$ cat src/rtl/fpu_ss_pkg.sv
// Shared types and constants for the FPU subsystem integer-writeback path.
package fpu_ss_pkg;

  localparam int unsigned FPU_SS_RD_W   = 5;
  localparam int unsigned FPU_SS_ID_W   = 4;
  localparam int unsigned FPU_SS_DATA_W = 32;

  typedef struct packed {
    logic [FPU_SS_ID_W-1:0]   id;
    logic [FPU_SS_RD_W-1:0]   rd;
    logic [FPU_SS_DATA_W-1:0] data;
  } int_wb_t;

endpackage

$ cat src/rtl/fpu_ss_wb_fifo.sv
// Generic synchronous FIFO with a typed entry and first-word-fall-through head.
// A push while full is accepted only when a pop frees a slot in the same cycle.
module fpu_ss_wb_fifo #(
  parameter type         T     = logic [7:0],
  parameter int unsigned DEPTH = 2
) (
  input  logic                     clk_i,
  input  logic                     rst_ni,
  input  logic                     push_i,
  input  T                         data_i,
  input  logic                     pop_i,
  output T                         data_o,
  output logic [$clog2(DEPTH):0]   count_o,
  output logic                     full_o,
  output logic                     empty_o
);

  localparam int unsigned PTR_W = $clog2(DEPTH);

  T                   r_mem [DEPTH];
  logic [PTR_W-1:0]   r_wptr;
  logic [PTR_W-1:0]   r_rptr;
  logic [PTR_W:0]     r_count;
  logic               w_push;
  logic               w_pop;

  assign empty_o = (r_count == '0);
  assign full_o  = (r_count == (PTR_W+1)'(DEPTH));
  assign count_o = r_count;
  assign data_o  = r_mem[r_rptr];

  assign w_pop  = pop_i && !empty_o;
  assign w_push = push_i && (!full_o || w_pop);

  always_ff @(posedge clk_i or negedge rst_ni) begin
    if (!rst_ni) begin
      r_wptr  <= '0;
      r_rptr  <= '0;
      r_count <= '0;
    end else begin
      if (w_push) r_wptr <= r_wptr + PTR_W'(1);
      if (w_pop)  r_rptr <= r_rptr + PTR_W'(1);
      case ({w_push, w_pop})
        2'b10:   r_count <= r_count + (PTR_W+1)'(1);
        2'b01:   r_count <= r_count - (PTR_W+1)'(1);
        default: r_count <= r_count;
      endcase
    end
  end

  always_ff @(posedge clk_i) begin
    if (w_push) r_mem[r_wptr] <= data_i;
  end

endmodule

$ cat src/rtl/fpu_ss_int_wb.sv
// Integer-writeback transmitter: buffers CSR results, round-robins them against
// the FPU integer-result port and drives one registered result channel to the core.
module fpu_ss_int_wb
  import fpu_ss_pkg::*;
#(
  parameter int unsigned CSR_FIFO_DEPTH = 2,
  parameter int unsigned ID_WIDTH       = 4,
  parameter int unsigned DATA_WIDTH     = 32
) (
  input  logic                   clk_i,
  input  logic                   rst_ni,
  input  logic                   csr_wb_i,
  input  logic [FPU_SS_RD_W-1:0] csr_wb_addr_i,
  input  logic [ID_WIDTH-1:0]    csr_wb_id_i,
  input  logic [DATA_WIDTH-1:0]  csr_rdata_i,
  output logic                   csr_afull_o,
  input  logic                   fpu_int_valid_i,
  output logic                   fpu_int_ready_o,
  input  logic [FPU_SS_RD_W-1:0] fpu_int_rd_i,
  input  logic [ID_WIDTH-1:0]    fpu_int_id_i,
  input  logic [DATA_WIDTH-1:0]  fpu_int_data_i,
  output logic                   x_result_valid_o,
  input  logic                   x_result_ready_i,
  output logic [ID_WIDTH-1:0]    x_result_id_o,
  output logic [FPU_SS_RD_W-1:0] x_result_rd_o,
  output logic [DATA_WIDTH-1:0]  x_result_data_o,
  output logic                   x_result_we_o,
  output logic                   overflow_o
);

  localparam int unsigned CNT_W = $clog2(CSR_FIFO_DEPTH) + 1;

  int_wb_t    w_csr_in;
  int_wb_t    w_csr_head;
  int_wb_t    w_fpu_in;
  int_wb_t    r_out;
  logic [CNT_W-1:0] w_csr_count;
  logic       w_csr_full;
  logic       w_csr_empty;
  logic       r_valid;
  logic       r_we;
  logic       r_rr;
  logic       r_ovf;
  logic       w_load;
  logic       w_csr_pend;
  logic       w_fpu_pend;
  logic       w_gnt_csr;
  logic       w_gnt_fpu;

  assign w_csr_in = '{id:   FPU_SS_ID_W'(csr_wb_id_i),
                      rd:   csr_wb_addr_i,
                      data: FPU_SS_DATA_W'(csr_rdata_i)};
  assign w_fpu_in = '{id:   FPU_SS_ID_W'(fpu_int_id_i),
                      rd:   fpu_int_rd_i,
                      data: FPU_SS_DATA_W'(fpu_int_data_i)};

  fpu_ss_wb_fifo #(
    .T     (int_wb_t),
    .DEPTH (CSR_FIFO_DEPTH)
  ) i_csr_fifo (
    .clk_i   (clk_i),
    .rst_ni  (rst_ni),
    .push_i  (csr_wb_i),
    .data_i  (w_csr_in),
    .pop_i   (w_gnt_csr),
    .data_o  (w_csr_head),
    .count_o (w_csr_count),
    .full_o  (w_csr_full),
    .empty_o (w_csr_empty)
  );

  // The output stage refills whenever it is empty or being drained this cycle.
  assign w_load     = !r_valid || x_result_ready_i;
  assign w_csr_pend = !w_csr_empty;
  assign w_fpu_pend = fpu_int_valid_i;
  assign w_gnt_csr  = w_load && w_csr_pend && (!w_fpu_pend || !r_rr);
  assign w_gnt_fpu  = w_load && w_fpu_pend && (!w_csr_pend || r_rr);

  assign fpu_int_ready_o = rst_ni && w_gnt_fpu;
  // Threshold one below full leaves room for the pulse of an already-issued CSR op.
  assign csr_afull_o     = (w_csr_count >= CNT_W'(CSR_FIFO_DEPTH - 1));

  always_ff @(posedge clk_i or negedge rst_ni) begin
    if (!rst_ni) begin
      r_valid <= 1'b0;
      r_we    <= 1'b0;
      r_out   <= '0;
      r_rr    <= 1'b0;
      r_ovf   <= 1'b0;
    end else begin
      if (w_load) begin
        if (w_gnt_csr) begin
          r_out   <= w_csr_head;
          r_valid <= 1'b1;
          r_we    <= 1'b1;
        end else if (w_gnt_fpu) begin
          r_out   <= w_fpu_in;
          r_valid <= 1'b1;
          r_we    <= 1'b1;
        end else begin
          r_valid <= 1'b0;
          r_we    <= 1'b0;
        end
        if (w_csr_pend && w_fpu_pend) r_rr <= !r_rr;
      end
      if (csr_wb_i && w_csr_full && !w_gnt_csr) r_ovf <= 1'b1;
    end
  end

  assign x_result_valid_o = r_valid;
  assign x_result_we_o    = r_we;
  assign x_result_id_o    = ID_WIDTH'(r_out.id);
  assign x_result_rd_o    = r_out.rd;
  assign x_result_data_o  = DATA_WIDTH'(r_out.data);
  assign overflow_o       = r_ovf;

endmodule

$ cat config.mk
export PLATFORM = sky130hd
export DESIGN_NAME = fpu_ss_int_wb
export DESIGN_NICKNAME = d
export VERILOG_FILES = /design/src/rtl/fpu_ss_pkg.sv /design/src/rtl/fpu_ss_wb_fifo.sv /design/src/rtl/fpu_ss_int_wb.sv
export SDC_FILE = /design/constraint.sdc
export NUM_CORES = 1
export LEC_CHECK = 0
export ABC_CLOCK_PERIOD_IN_PS = 4250
export CORE_ASPECT_RATIO = 0.6
export CORE_UTILIZATION = 50
export CTS_CLUSTER_DIAMETER = 80
export DETAILED_ROUTE_END_ITERATION = 8
export PLACE_DENSITY = 0.89
export SKIP_LAST_GASP = 1
export SYNTH_ARGS = -nofsm -noshare
export SYNTH_HDL_FRONTEND = slang
export SYNTH_SLANG_ARGS = --single-unit
$ cat constraint.sdc
create_clock -name clk_i -period 4.25 [get_ports clk_i]
set_clock_uncertainty 0.1 [all_clocks]
set_input_delay 0.425 -clock clk_i [delete_from_list [all_inputs] [get_ports clk_i]]
set_output_delay 0.425 -clock clk_i [all_outputs]
set_load 0.05 [all_outputs]
==> key figures, run 1 <==
Global route
  – First-pass GRT wire length: 20090 um
  – Initial antenna violation count: 0
  – Grt total ovfl: 0
  – Vias in the first global route: between 3000 and 4000
  – GRT Total Usage: 22.47%
  – Largest net degree at the start of global routing: 84

Setup path
  – Crit path required time: 3.72 ns
  – Worst-path fanout max: 5
  – Slowest CP cell: clkdlybuf4s50_1
  – Setup CP Type: flop to primary output
  – Startpoint types: flop
  – CP Capture Type: primary output
  – Setup slack, reg-to-reg: 1.71 ns
  – Worst EP arrival: around 2.3 ns
  – Slowest stage delay, CP: 0.80 ns
  – CP Cell Sequence: inv_1 > ha_1 > o2111a_1 > clkdlybuf4s50_1

Timing
  – RSZ-0062 raised after global routing: no
  – Worst rel slew slack: 31.49%
  – Final Hold Vio Count: 0
  – Fin crit period: 2.772 ns
  – Final setup fails: 0
  – Hold Slack: 0.09792 ns
  – Fin crit share: about two thirds
  – Final worst slack: around 1.5 ns
  – Final TNS setup: 0 ns
  – Slew @ Worst Pin: around 1.0 ns
  – FMAX: between 300 and 400 MHz
  – Count of pins over their slew limit: 0

Power and ir drop
  – Internal power: 3.634 mW
  – LEAKAGE: about 2.8 nW
  – Switching Share: between 40% and 50%
  – Clock power frac: about a fifth
  – Switching Power: about 2.6 mW
  – VDD IR max: 493.9 uV
  – Logic pwr share: 44.9%
  – Sequential Power Share: around a third
  – Power density cells: around 800 mW/mm2

Yosys
  – Register area share after synthesis: between 60% and 70%
  – Mapped Area: slightly below 0.006 mm2
  – Avg Inst Size Synth: approximately 15 um2
  – Warning count from the yosys run: 0
  – #FFs+latches synth: 130
  – Syn nets: 496
  – Cells after Synth: 405
  – Netlist cell types: 30

Clocking
  – CTS Hold Bufs: 0
  – Total clock sinks: 130
  – Total CTS buffers: 17
  – Clk Latency, worst-skew pair: 0.41 ns
  – CTS tree: built
  – Worst-path clk slew: around 0.05 ns
  – CTS root buf: clkbuf_16
  – Post-cts resize count: 0
  – Clock buffer depth: 2
  – Post CTS Setup Buffer Count: 0
  – H-tree Lvls: 4

Detailed routing
  – Vias per inst: about 5.5
  – Drt pass-1 iters: 4
  – DR DRC count: 0
  – WL final: 13180 um
  – Routed Antenna Nets: 0
  – WL per Instance: between 15 and 20 um
  – Routed vias: ~3800
  – Initial DRC Count: between 150 and 200

Finish
  – Ratio of cells with drive above 1 in the final layout: between 20% and 30%
  – Commonest non-fill, non-tap cell in the layout: clkdlybuf4s50_1
  – Fin area: about 0.0078 mm2
  – Final net count: roughly 600
  – Antenna Diode Count: 0
  – Area grow syn2layout: 32.10%
  – Final Util: roughly 70%
  – Most frequent cells in the layout: clkdlybuf4s50_1 (131), edfxtp_1 (82), dfrtp_1 (47)

Floorplanning
  – Die area: roughly 0.012 mm2
  – Core ar.: around 0.011 mm2
  – IO Count: between 100 and 150
  – Starting Density: 51.92%
  – DIE WIDTH: between 100 and 150 um
  – Cell row count: 30
  – Chip height: ~86 um

Status
  – Status: complete, no violations

Place
  – Cell Area, Placed: 0.007287 mm2
  – Post-DP HPWL: roughly 8300 um
  – Place WS: between 1 and 1.5 ns
  – Placer Congestion: 0.7322
  – PortBufs: roughly 130

Flow run
  – Maximum capacitance violations: 0

Worst hold path
  – HP Class: input pin to asynchronous set/reset pin
==> sequential cells by signal, summed over array words and instances, names as in the netlist <==
signal	count
i_csr_fifo.r_mem	82
x_result_data_o	32
x_result_rd_o	5
x_result_id_o	4
i_csr_fifo.count_o	2
i_csr_fifo.r_rptr	1
i_csr_fifo.r_wptr	1
overflow_o	1
r_rr	1
x_result_we_o	1
==> metrics by stage <==
stage / std cells / power (mW)
floorplan: 405 / 4.157
global placement: 666 / 4.820
detailed placement: 666 / 4.934
CTS: 698 / 6.287
global route: 698 / 6.534
finish: 698 / 6.236
==> critical path, delay by kind of cell, from the launching register on <==
| kind | cells | cell delay, ns |
|---|---|---|
| AOI/OAI and AO/OA | 1 | 0.24 |
| buffers and inverters | 2 | 0.91 |
| adders and majority gates | 1 | 0.31 |
| DFF | 1 | 0.38 |
==> layout make-up <==
cell class / count / area, um2
flip-flops and latches: 130 / 3667
fillers: 794 / 3585
multi-input cells: 234 / 2031
repair buffers: 138 / 1374
clock buffers: 21 / 450.4
well taps: 160 / 200.2
clock inverters: 11 / 88.84
inverters: 4 / 15.01
==> final timing paths <==
check,startpoint,end,cells past startpoint
worst min register to register,i_csr_fifo.count_o[0],i_csr_fifo.count_o[0],1
min in group clk_i,i_csr_fifo.count_o[0],i_csr_fifo.count_o[0],1
max in group asynchronous,rst_ni,i_csr_fifo.r_rptr,2
worst min-delay path,rst_ni,x_result_data_o[26],2
worst max-delay path,i_csr_fifo.count_o[0],fpu_int_ready_o,4
worst max register to register,i_csr_fifo.count_o[0],i_csr_fifo.r_mem[1][17],5
==> cell usage after synthesis (all sizes together) <==
master	instances	area, um2
a21o	2	15.01
o2111a	1	11.26
o211ai	2	15.01
xnor2	4	35.03
nor2	42	157.7
dfrtp	48	1201
nand2b	3	18.77
nand2	4	15.01
and3	1	6.260
nand3b	1	7.510
ha	4	50.05
inv	4	15.01
a21oi	1	8.760
clkbuf	10	37.54
o41ai	41	659.4
o21ai	43	215.2
and2b	3	22.52
a211oi	41	503.0
edfxtp	82	2462
a21boi	1	7.510
nor2b	40	260.3
buf	27	200.2
==> cell families after synthesis <==
logic type / count (synthesis) / share of synthesized area, %
AOI/OAI and AO/OA: 132 / 24.22
DFF: 130 / 61.84
and+or+nand+nor: 94 / 8.237
buffers and inverters: 41 / 4.266
xor gates and xnor gates: 4 / 0.5913
adders and majority gates: 4 / 0.8448
==> power by group through the flow <==
stage / clock network (mW) / registers, mW / logic (mW)
finish: 1.32 / 2.11 / 2.80
global route: 1.41 / 2.16 / 2.96
CTS: 1.35 / 2.12 / 2.82
detailed placement: 0 / 2.13 / 2.80
global placement: 0 / 2.10 / 2.72
floorplan: 0 / 2.67 / 1.49
==> layer usage <==
| layer | part of all wire (%) | global-route usage [%] |
|---|---|---|
| met1 | 45 | 29.34 |
| met2 | 47 | 35.56 |
| met3 | 6.2 | 7.072 |
| met4 | 1.3 | 8.309 |
| met5 | 0 | 0 |
Power figures use the tool's default switching activity.
==> run 2: changes to the inputs <==
--- a/config.mk
+++ b/config.mk
@@ -5,12 +5,12 @@
 export SDC_FILE = /design/constraint.sdc
 export NUM_CORES = 1
 export LEC_CHECK = 0
-export ABC_CLOCK_PERIOD_IN_PS = 4250
+export ABC_CLOCK_PERIOD_IN_PS = 2510
 export CORE_ASPECT_RATIO = 0.6
-export CORE_UTILIZATION = 50
+export CORE_UTILIZATION = 46
 export CTS_CLUSTER_DIAMETER = 80
 export DETAILED_ROUTE_END_ITERATION = 8
-export PLACE_DENSITY = 0.89
+export PLACE_DENSITY = 0.87
 export SKIP_LAST_GASP = 1
 export SYNTH_ARGS = -nofsm -noshare
 export SYNTH_HDL_FRONTEND = slang
==> constraint.sdc (replaced) <==
create_clock -name clk_i -period 2.51 [get_ports clk_i]
set_clock_uncertainty 0.1 [all_clocks]
set_input_delay 0.251 -clock clk_i [delete_from_list [all_inputs] [get_ports clk_i]]
set_output_delay 0.251 -clock clk_i [all_outputs]
set_load 0.05 [all_outputs]
==> run 2 against run 1 <==
Combinational power is 81% higher; worst setup slack worse by 1.3 ns; routed wire length increased by 2.7%; design area increased by 3.1%; die area rose by 8.5%; clock-buffer cell count shrank 4; register-to-register slack got worse by 1.3 ns; via count is 1.6% higher; global-route usage down 1.0 points; sequential cell count did not move; core utilization down 3.0 points; critical path type unchanged; largest power group unchanged.
==> key figures, run 2 (synthesis gave the netlist of run 1 again) <==
Timing
  – Final Hold Vio Count: 0
  – Count of pins over their slew limit: 0
  – FMAX: roughly 440 MHz
  – Hold Slack: 0.3319 ns
  – Slew @ Worst Pin: approximately 0.68 ns
  – Worst rel slew slack: about 55%
  – Fin crit share: ~91%
  – Fin crit period: ~2.3 ns
  – Final setup fails: 0
  – RSZ-0062 raised after global routing: no
  – Final worst slack: 0.2161 ns
  – Final TNS setup: 0 ns

Finish
  – Commonest non-fill, non-tap cell in the layout: clkdlybuf4s50_1
  – Fill cells: between 800 and 900
  – Final net count: around 630
  – Multi-input logic area: between 0.002 and 0.0025 mm2
  – Antenna Diode Count: 0
  – Ratio of cells with drive above 1 in the final layout: roughly a quarter
  – Reg area: roughly 0.0037 mm2
  – Register with the most flip-flops: i_csr_fifo.r_mem
  – Area grow syn2layout: 36.14%
  – Final Util: between 60 and 70%
  – Fin area: approximately 0.0081 mm2
  – Max reg flops: between 80 and 90
  – Most frequent cells in the layout: clkdlybuf4s50_1 (130), edfxtp_1 (82), dfrtp_1 (47)

Clocking
  – CTS tree: built
  – H-tree Lvls: 4
  – Clk Latency, worst-skew pair: ~0.40 ns
  – Clock buffer depth: 2
  – CTS Hold Bufs: 1
  – Total clock sinks: 130
  – Post CTS Setup Buffer Count: 0
  – Worst-path clk slew: approximately 0.060 ns
  – Total CTS buffers: 17
  – Post-cts resize count: 0
  – CTS root buf: clkbuf_16

Detailed routing
  – Initial DRC Count: approximately 290
  – Met2 Wirelength: around 6000 um
  – Top routing layer used: met4
  – Met1 wire length: around 6200 um
  – WL per Instance: between 15 and 20 um
  – Drt pass-1 iters: 5
  – Routed Antenna Nets: 0
  – DR DRC count: 0
  – WL met3: ~1100 um
  – WL final: 13540 um
  – Vias per inst: 5.471
  – Routed vias: 3901

Place
  – Placer Congestion: 0.7855
  – PortBufs: between 100 and 150
  – Place WS: 0.3114 ns
  – Cell Area, Placed: between 0.007 and 0.008 mm2
  – Post-DP HPWL: slightly above 9000 um

Setup path
  – Worst-path fanout max: 3
  – Worst EP arrival: 1.94 ns
  – Setup CP Type: flop to primary output
  – CP Capture Type: primary output
  – Worst-case reg-to-reg path depth: 6
  – Worst reg2reg startpoint: i_csr_fifo.count_o[0]
  – Startpoint types: flop
  – CP Launch Point: i_csr_fifo.count_o[0]
  – Setup slack, reg-to-reg: ~0.46 ns
  – Worst Setup EP: csr_afull_o
  – RR Endpoint: i_csr_fifo.r_mem[1][18]
  – Crit path required time: 2.16 ns

Global route
  – GRT Total Usage: a little over a fifth
  – First-pass GRT wire length: roughly 22000 um
  – Largest net degree at the start of global routing: 52
  – Vias in the first global route: about 4100
  – Initial antenna violation count: 0
  – Grt total ovfl: 0

Flow run
  – Maximum capacitance violations: 0

Power and ir drop
  – LEAKAGE: 2.950 nW
  – Power density cells: about 1400 mW/mm2
  – VDD IR max: approximately 690 uV

Worst hold path
  – HP Class: input pin to flop

Floorplanning
  – DIE WIDTH: around 150 um
  – Chip height: 89.91 um
  – IO Count: ~130
  – Cell row count: 31
  – Die area: approximately 0.013 mm2
  – Starting Density: roughly 48%
  – Core ar.: around 0.012 mm2

Status
  – Status: complete, no violations
run 2: worst min-delay path by stage:
stage                           from  cells after the start                 endpoint
floorplan                     rst_ni                      0    i_csr_fifo.count_o[0]
global placement              rst_ni                      2               overflow_o
detailed placement            rst_ni                      2       x_result_data_o[7]
CTS                   csr_wb_id_i[0]                      1  i_csr_fifo.r_mem[0][37]
global route          csr_wb_id_i[1]                      1  i_csr_fifo.r_mem[0][38]
finish              csr_wb_addr_i[2]                      1  i_csr_fifo.r_mem[0][34]
run 2: per-layer routing:
| metal | up-vias | global-route usage, % |
|---|---|---|
| li1 | 1806 | - |
| met1 | 1930 | 30.33 |
| met4 | 0 | 6.443 |
| met2 | 154 | 31.74 |
| met3 | 11 | 6.548 |
| met5 | - | 0 |
run 2: critical path, stage by stage, from the launching register on:
cell	delay [ns]
dfrtp_1	0.35
inv_1	0.08
ha_1	0.25
inv_1	0.06
clkdlybuf4s50_1	0.79
run 2: power by group:
group          switching (mW)  total [mW]  internal (mW)
Combinational            3.18        5.08           1.90
Sequential              0.410        3.45           3.04
Clock                   0.897        2.55           1.65
Total                    4.48        11.1           6.59
run 2: layout make-up:
cell class	instances	area share [%]
tap	165	2.560
sequential	130	45.47
timing repair buffer	149	18.99
inverter	4	0.1862
clock inverter	14	2.343
multi-input combinational	234	25.18
clock buffer	17	5.275
run 2: stage by stage:
step           total power [mW]  std cells
2_1_floorplan             7.037        405
3_3_place_gp              8.365        681
3_5_place_dp              8.564        681
4_1_cts                   11.17        713
5_1_grt                   11.59        713
6_report                  11.08        713
